<file path="config.mk">
export PLATFORM = sky130hd
export DESIGN_NAME = cursor_backup
export DESIGN_NICKNAME = d
export VERILOG_FILES = /design/src/rtl/cursor_backup.sv
export SDC_FILE = /design/constraint.sdc
export NUM_CORES = 1
export LEC_CHECK = 0
export ABC_AREA = 1
export BUFFER_PORTS_ARGS = -buffer_cell sky130_fd_sc_hd__buf_2
export CAP_MARGIN = 15
export CELL_PAD_IN_SITES_DETAIL_PLACEMENT = 1
export CELL_PAD_IN_SITES_GLOBAL_PLACEMENT = 1
export CORE_MARGIN = 1.5
export CORE_UTILIZATION = 47
export DETAILED_ROUTE_END_ITERATION = 16
export GPL_TIMING_DRIVEN = 0
export HOLD_SLACK_MARGIN = 0.08
export PLACE_DENSITY = 0.8
export SLEW_MARGIN = 5
export SYNTH_ARGS = -nofsm -noshare
export SYNTH_HDL_FRONTEND = slang
export SYNTH_SLANG_ARGS = --single-unit
</file>
<file path="constraint.sdc">
create_clock -name clk -period 2.8 [get_ports clk]
set_input_delay 0.14 -clock clk [delete_from_list [all_inputs] [get_ports clk]]
set_output_delay 0.14 -clock clk [all_outputs]
set_load 0.05 [all_outputs]
</file>
<file path="src/rtl/cursor_backup.sv">
// Cursor footprint backup: reads the pixels under the cursor into a local buffer
// and later paints them back through the drawer's write port.
module cursor_backup #(
  parameter int CUR_W = 3,
  parameter int CUR_H = 3
) (
  input  logic       clk,
  input  logic       rst,
  input  logic       init_save,
  input  logic       init_restore,
  input  logic [5:0] in_x,
  input  logic [5:0] in_y,
  output logic       rd_en,
  output logic [5:0] rd_x,
  output logic [5:0] rd_y,
  input  logic [7:0] rd_data,
  output logic [5:0] out_x,
  output logic [5:0] out_y,
  output logic       paint,
  output logic [7:0] px_data,
  output logic       busy,
  output logic       backup_done
);

  localparam int N     = CUR_W * CUR_H;
  localparam int IDX_W = (N > 1) ? $clog2(N) : 1;

  localparam logic [2:0] IDLE     = 3'd0;
  localparam logic [2:0] SAVE_RD  = 3'd1;
  localparam logic [2:0] SAVE_CAP = 3'd2;
  localparam logic [2:0] RESTORE  = 3'd3;
  localparam logic [2:0] DONE     = 3'd4;

  logic [2:0]       state_q, state_d;
  logic [5:0]       base_x_q, base_x_d, base_y_q, base_y_d;
  logic [2:0]       dx_q, dx_d, dy_q, dy_d;
  logic [IDX_W-1:0] idx_q, idx_d;
  logic             valid_q, valid_d;
  logic             rd_en_q, rd_en_d;
  logic [5:0]       rd_x_q, rd_x_d, rd_y_q, rd_y_d;
  logic [5:0]       out_x_q, out_x_d, out_y_q, out_y_d;
  logic             paint_q, paint_d;
  logic [7:0]       px_data_q, px_data_d;
  logic             busy_q, busy_d;
  logic             done_q, done_d;

  logic [7:0]       buf_mem [0:(2**IDX_W)-1];
  logic             buf_we;

  logic             last_col, last_px;
  logic [2:0]       nx, ny;
  logic [IDX_W-1:0] idx_inc;

  // Row-major walk: dx inner, dy outer.
  always_comb begin
    last_col = (dx_q == 3'(CUR_W - 1));
    last_px  = last_col && (dy_q == 3'(CUR_H - 1));
    nx       = last_col ? 3'd0 : dx_q + 3'd1;
    ny       = last_col ? dy_q + 3'd1 : dy_q;
    idx_inc  = idx_q + IDX_W'(1);
  end

  always_comb begin
    state_d   = state_q;
    base_x_d  = base_x_q;
    base_y_d  = base_y_q;
    dx_d      = dx_q;
    dy_d      = dy_q;
    idx_d     = idx_q;
    valid_d   = valid_q;
    rd_en_d   = 1'b0;
    rd_x_d    = rd_x_q;
    rd_y_d    = rd_y_q;
    out_x_d   = out_x_q;
    out_y_d   = out_y_q;
    paint_d   = 1'b0;
    px_data_d = px_data_q;
    busy_d    = busy_q;
    done_d    = 1'b0;
    buf_we    = 1'b0;

    case (state_q)
      IDLE: begin
        if (init_restore) begin
          busy_d = 1'b1;
          dx_d   = 3'd0;
          dy_d   = 3'd0;
          idx_d  = '0;
          if (valid_q) begin
            state_d   = RESTORE;
            paint_d   = 1'b1;
            out_x_d   = base_x_q;
            out_y_d   = base_y_q;
            px_data_d = buf_mem['0];
          end else begin
            // Nothing backed up: finish at once without painting.
            state_d = DONE;
            done_d  = 1'b1;
          end
        end else if (init_save) begin
          busy_d   = 1'b1;
          base_x_d = in_x;
          base_y_d = in_y;
          dx_d     = 3'd0;
          dy_d     = 3'd0;
          idx_d    = '0;
          state_d  = SAVE_RD;
          rd_en_d  = 1'b1;
          rd_x_d   = in_x;
          rd_y_d   = in_y;
        end
      end
      SAVE_RD: state_d = SAVE_CAP;
      SAVE_CAP: begin
        buf_we = 1'b1;
        if (last_px) begin
          state_d = DONE;
          done_d  = 1'b1;
          valid_d = 1'b1;
        end else begin
          dx_d    = nx;
          dy_d    = ny;
          idx_d   = idx_inc;
          state_d = SAVE_RD;
          rd_en_d = 1'b1;
          rd_x_d  = base_x_q + {3'b000, nx};
          rd_y_d  = base_y_q + {3'b000, ny};
        end
      end
      RESTORE: begin
        if (last_px) begin
          state_d = DONE;
          done_d  = 1'b1;
        end else begin
          dx_d      = nx;
          dy_d      = ny;
          idx_d     = idx_inc;
          paint_d   = 1'b1;
          out_x_d   = base_x_q + {3'b000, nx};
          out_y_d   = base_y_q + {3'b000, ny};
          px_data_d = buf_mem[idx_inc];
        end
      end
      DONE: begin
        state_d = IDLE;
        busy_d  = 1'b0;
      end
      default: begin
        state_d = IDLE;
        busy_d  = 1'b0;
      end
    endcase
  end

  always_ff @(posedge clk or posedge rst) begin
    if (rst) begin
      state_q   <= IDLE;
      base_x_q  <= '0;
      base_y_q  <= '0;
      dx_q      <= '0;
      dy_q      <= '0;
      idx_q     <= '0;
      valid_q   <= 1'b0;
      rd_en_q   <= 1'b0;
      rd_x_q    <= '0;
      rd_y_q    <= '0;
      out_x_q   <= '0;
      out_y_q   <= '0;
      paint_q   <= 1'b0;
      px_data_q <= '0;
      busy_q    <= 1'b0;
      done_q    <= 1'b0;
    end else begin
      state_q   <= state_d;
      base_x_q  <= base_x_d;
      base_y_q  <= base_y_d;
      dx_q      <= dx_d;
      dy_q      <= dy_d;
      idx_q     <= idx_d;
      valid_q   <= valid_d;
      rd_en_q   <= rd_en_d;
      rd_x_q    <= rd_x_d;
      rd_y_q    <= rd_y_d;
      out_x_q   <= out_x_d;
      out_y_q   <= out_y_d;
      paint_q   <= paint_d;
      px_data_q <= px_data_d;
      busy_q    <= busy_d;
      done_q    <= done_d;
    end
  end

  // Buffer contents are don't-care after reset; validity is tracked by valid_q.
  always_ff @(posedge clk) begin
    if (buf_we) buf_mem[idx_q] <= rd_data;
  end

  assign rd_en       = rd_en_q;
  assign rd_x        = rd_x_q;
  assign rd_y        = rd_y_q;
  assign out_x       = out_x_q;
  assign out_y       = out_y_q;
  assign paint       = paint_q;
  assign px_data     = px_data_q;
  assign busy        = busy_q;
  assign backup_done = done_q;

endmodule

</file>
==> flow_summary.ini <==
[clock_tree]
htree_levels = 4
tritoncts = yes
cts_root_buf = clkbuf_16
cts_setup_buffers = 0
cts_buffers = 17
clkSinkCount = 190
clk_pin_slew_ns = 0.07
clock_path_buffers = 2
worstSkewPairLatency_ns = 0.44

[die]
start_util_pct = 48.2
die_y_um = 139
io_pins = 60
die_area_um2 = 19300
num_rows = 49
die_width_um = 139
core-area_um2 = 18000

[global_route]
track_usage_pct = 26.9
antenna_found_initial = 1
overflow = 0
grt_pass1_vias = 7056
grt_max_degree = 63
grt_pass1_wl_mm = 39.6

[detailed_routing]
firstDrtPassIters = 5
vias_per_cell = 5.44
drt_iter0_drc = 617
num_vias = 6747
drcViolationCount = 0
ant_nets = 0
wl_mm = 25.2
wl_per_cell_um = 20.3

[logic_synthesis]
synth_fp_nets = 948
yosysWarnings = 0
synth_cells = 910
yosys_register_bits = 190
ys_types = 35
ys_seq_area_share_pct = 62.1
syn_area_per_cell_um2 = 9.55
netlist_area_um2 = 8690

[placement]
place_ws_ns = -0.229
hpwl_mm = 17.0
gp_congestion = 0.878
place_area_um2 = 9270
numPortBuffers = 59

[pwr]
clock_power_share_pct = 22.9
swShare_pct = 43.6
power.density_nw_per_um2 = 1040
combPwrFrac_pct = 41.1
internal_power_mw = 5.84
leakagePower_nw = 4.50
power.switching_mw = 4.52
ir_drop_uv = 666
p_seq_share_pct = 36.0

[worst_setup_path]
timing.rr.start = idx_q[0]
critPathRequiredTime_ns = 3.13
cp-end-kind = register
crit_type = reg2reg
r2r-end = px_data[2]
worstRegToRegCells = 12
cp-start-kind = register
crit_arrival_ns = 3.00
worstPathMaxFanout = 11
reg2reg_slack_ns = 0.12

[sta]
finalCritPeriodShare_pct = 95.6
fin_worst_skew_ns = 0.0123
worstMarginPinSlew_ns = 0.847
timing.fmax_ghz = 0.374
fin_ws_ns = 0.123
whs_ns = 0.121
finalHoldViolations = 0
slew_headroom_pct = 43.3
min_period_ns = 2.68
finalSetupViolCount = 0
rsz0062_at_grt = false
maxSlewViolCount = 0

[worst_hold_path]
hold_class = in2reg
holdCritStartpoint = init_save
hold_path_end = state_q[0]
min_delay_path_depth = 5

[outcome]
status = finished, final reports clean

[layout]
antenna_cells = 0
drive_gt1_share_pct = 13.4
final_nets = 1039
fill_cells = 2060
syn_to_final_growth_pct = 14.8
final_area_um2 = 9970

[job]
max-cap-violations = 0
timing repair:
item / CTS / global route
resized for setup: 4 / 4
setup endpoints to repair: 8 / 6
pin swaps: 0 / 0
hold endpoints to repair: 86 / 0
hold buffers: 14 / 0
Yosys cell counts (all sizes together):
master,count,area (um^2)
o21bai,1,7.51
xnor2,3,33.8
nand2,338,1280
o21a,1,7.51
o21ai,16,80.1
fa,2,40.0
xor2,7,76.3
dfrtp,62,1550
clkbuf,9,35.0
nor2,52,223
nand4,4,25.0
nand3,117,608
buf,28,156
inv,100,375
ha,12,150
nor3,1,5.00
o211ai,8,65.1
o22ai,6,37.5
a31oi,12,75.1
edfxtp,128,3840
a21oi,3,15.0
critical path, cell delays in order (launching register included):
cell      delay [ns]
dfrtp_1         0.48
inv_1           0.13
buf_2           0.21
clkbuf_4        0.22
ha_2            0.44
inv_1           0.15
clkbuf_4        0.23
nand2_1         0.11
nand3_1         0.19
nand3_1         0.15
nand3_1         0.11
nand2_1         0.10
nand2_1         0.05
worst max-delay path by stage:
stage | slack (ns) | end | startpoint | depth (start not counted)
after floorplan | 0.68 | px_data[1] | idx_q[0] | 13
after global placement | -0.13 | px_data[4] | idx_q[0] | 13
after detailed placement | -0.23 | px_data[2] | idx_q[0] | 13
after CTS | 0.08 | px_data[2] | idx_q[0] | 12
after global routing | 0.02 | px_data[5] | idx_q[0] | 12
final | 0.12 | px_data[2] | idx_q[0] | 12
through the flow:
stage          util, %  power [mW]  instances  setup TNS (ns)
5_1_grt           55.3        10.9       1241               0
2_1_floorplan        -        6.62        910               0
4_1_cts           55.3        10.3       1241               0
3_3_place_gp      51.4        7.76       1198          -0.596
3_5_place_dp      51.5        7.91       1198           -1.10
6_report          55.3        10.4       1241               0
per-layer routing:
metal,track usage (%),routed length (um)
met1,35.8,11000
met2,45.1,12400
met3,5.42,1410
met5,0,0
met4,7.35,379
layout make-up:
cell class                      count  area [um^2]  share of cell area [%]
Buffer                             36          199                    1.99
Clock buffer                       18          429                    4.30
Clock inverter                     12          121                    1.22
Inverter                          100          378                    3.79
Multi-Input combinational cell    583         2730                    27.4
Sequential cell                   190         5400                    54.1
Tap cell                          229          287                    2.87
Timing Repair Buffer               73          435                    4.37
registers in the layout, summed over array words and instances (netlist names), 4 cells and up:
name,flops
buf_mem,128
px_data,8
base_x_q,6
base_y_q,6
out_x,6
out_y,6
rd_x,6
rd_y,6
idx_q,4
cell usage in the layout, fill, tap and decap left out, drive strengths merged, types with 3 or more instances in the layout:
| cell | n |
|---|---|
| nand2 | 338 |
| edfxtp | 128 |
| nand3 | 117 |
| inv | 102 |
| buf | 84 |
| dfrtp | 62 |
| nor2 | 52 |
| clkbuf | 29 |
| o21ai | 16 |
| dlygate4sd3 | 14 |
| a31oi | 12 |
| ha | 12 |
| o211ai | 8 |
| xor2 | 7 |
| o22ai | 6 |
| clkinv | 6 |
| nand4 | 4 |
| a21oi | 3 |
| xnor2 | 3 |
power by group through the flow:
stage / registers [mW] / logic [mW] / clock network (mW)
after floorplan: 4.51 / 2.11 / 0
after global placement: 3.76 / 4.00 / 0
after detailed placement: 3.78 / 4.13 / 0
after CTS: 3.73 / 4.21 / 2.37
after global routing: 3.77 / 4.62 / 2.48
final: 3.73 / 4.26 / 2.37
cells by family (layout without fill, tap and decap cells):
group | count (synthesis) | in the layout | share of synthesized area [%]
compound gates | 47 | 47 | 3.31
buf+inv | 137 | 239 | 6.52
flops | 190 | 190 | 62.1
simple gates | 512 | 512 | 24.6
fa+ha+maj | 14 | 14 | 2.19
xor+xnor | 10 | 10 | 1.27
Power figures use the tool's default switching activity.
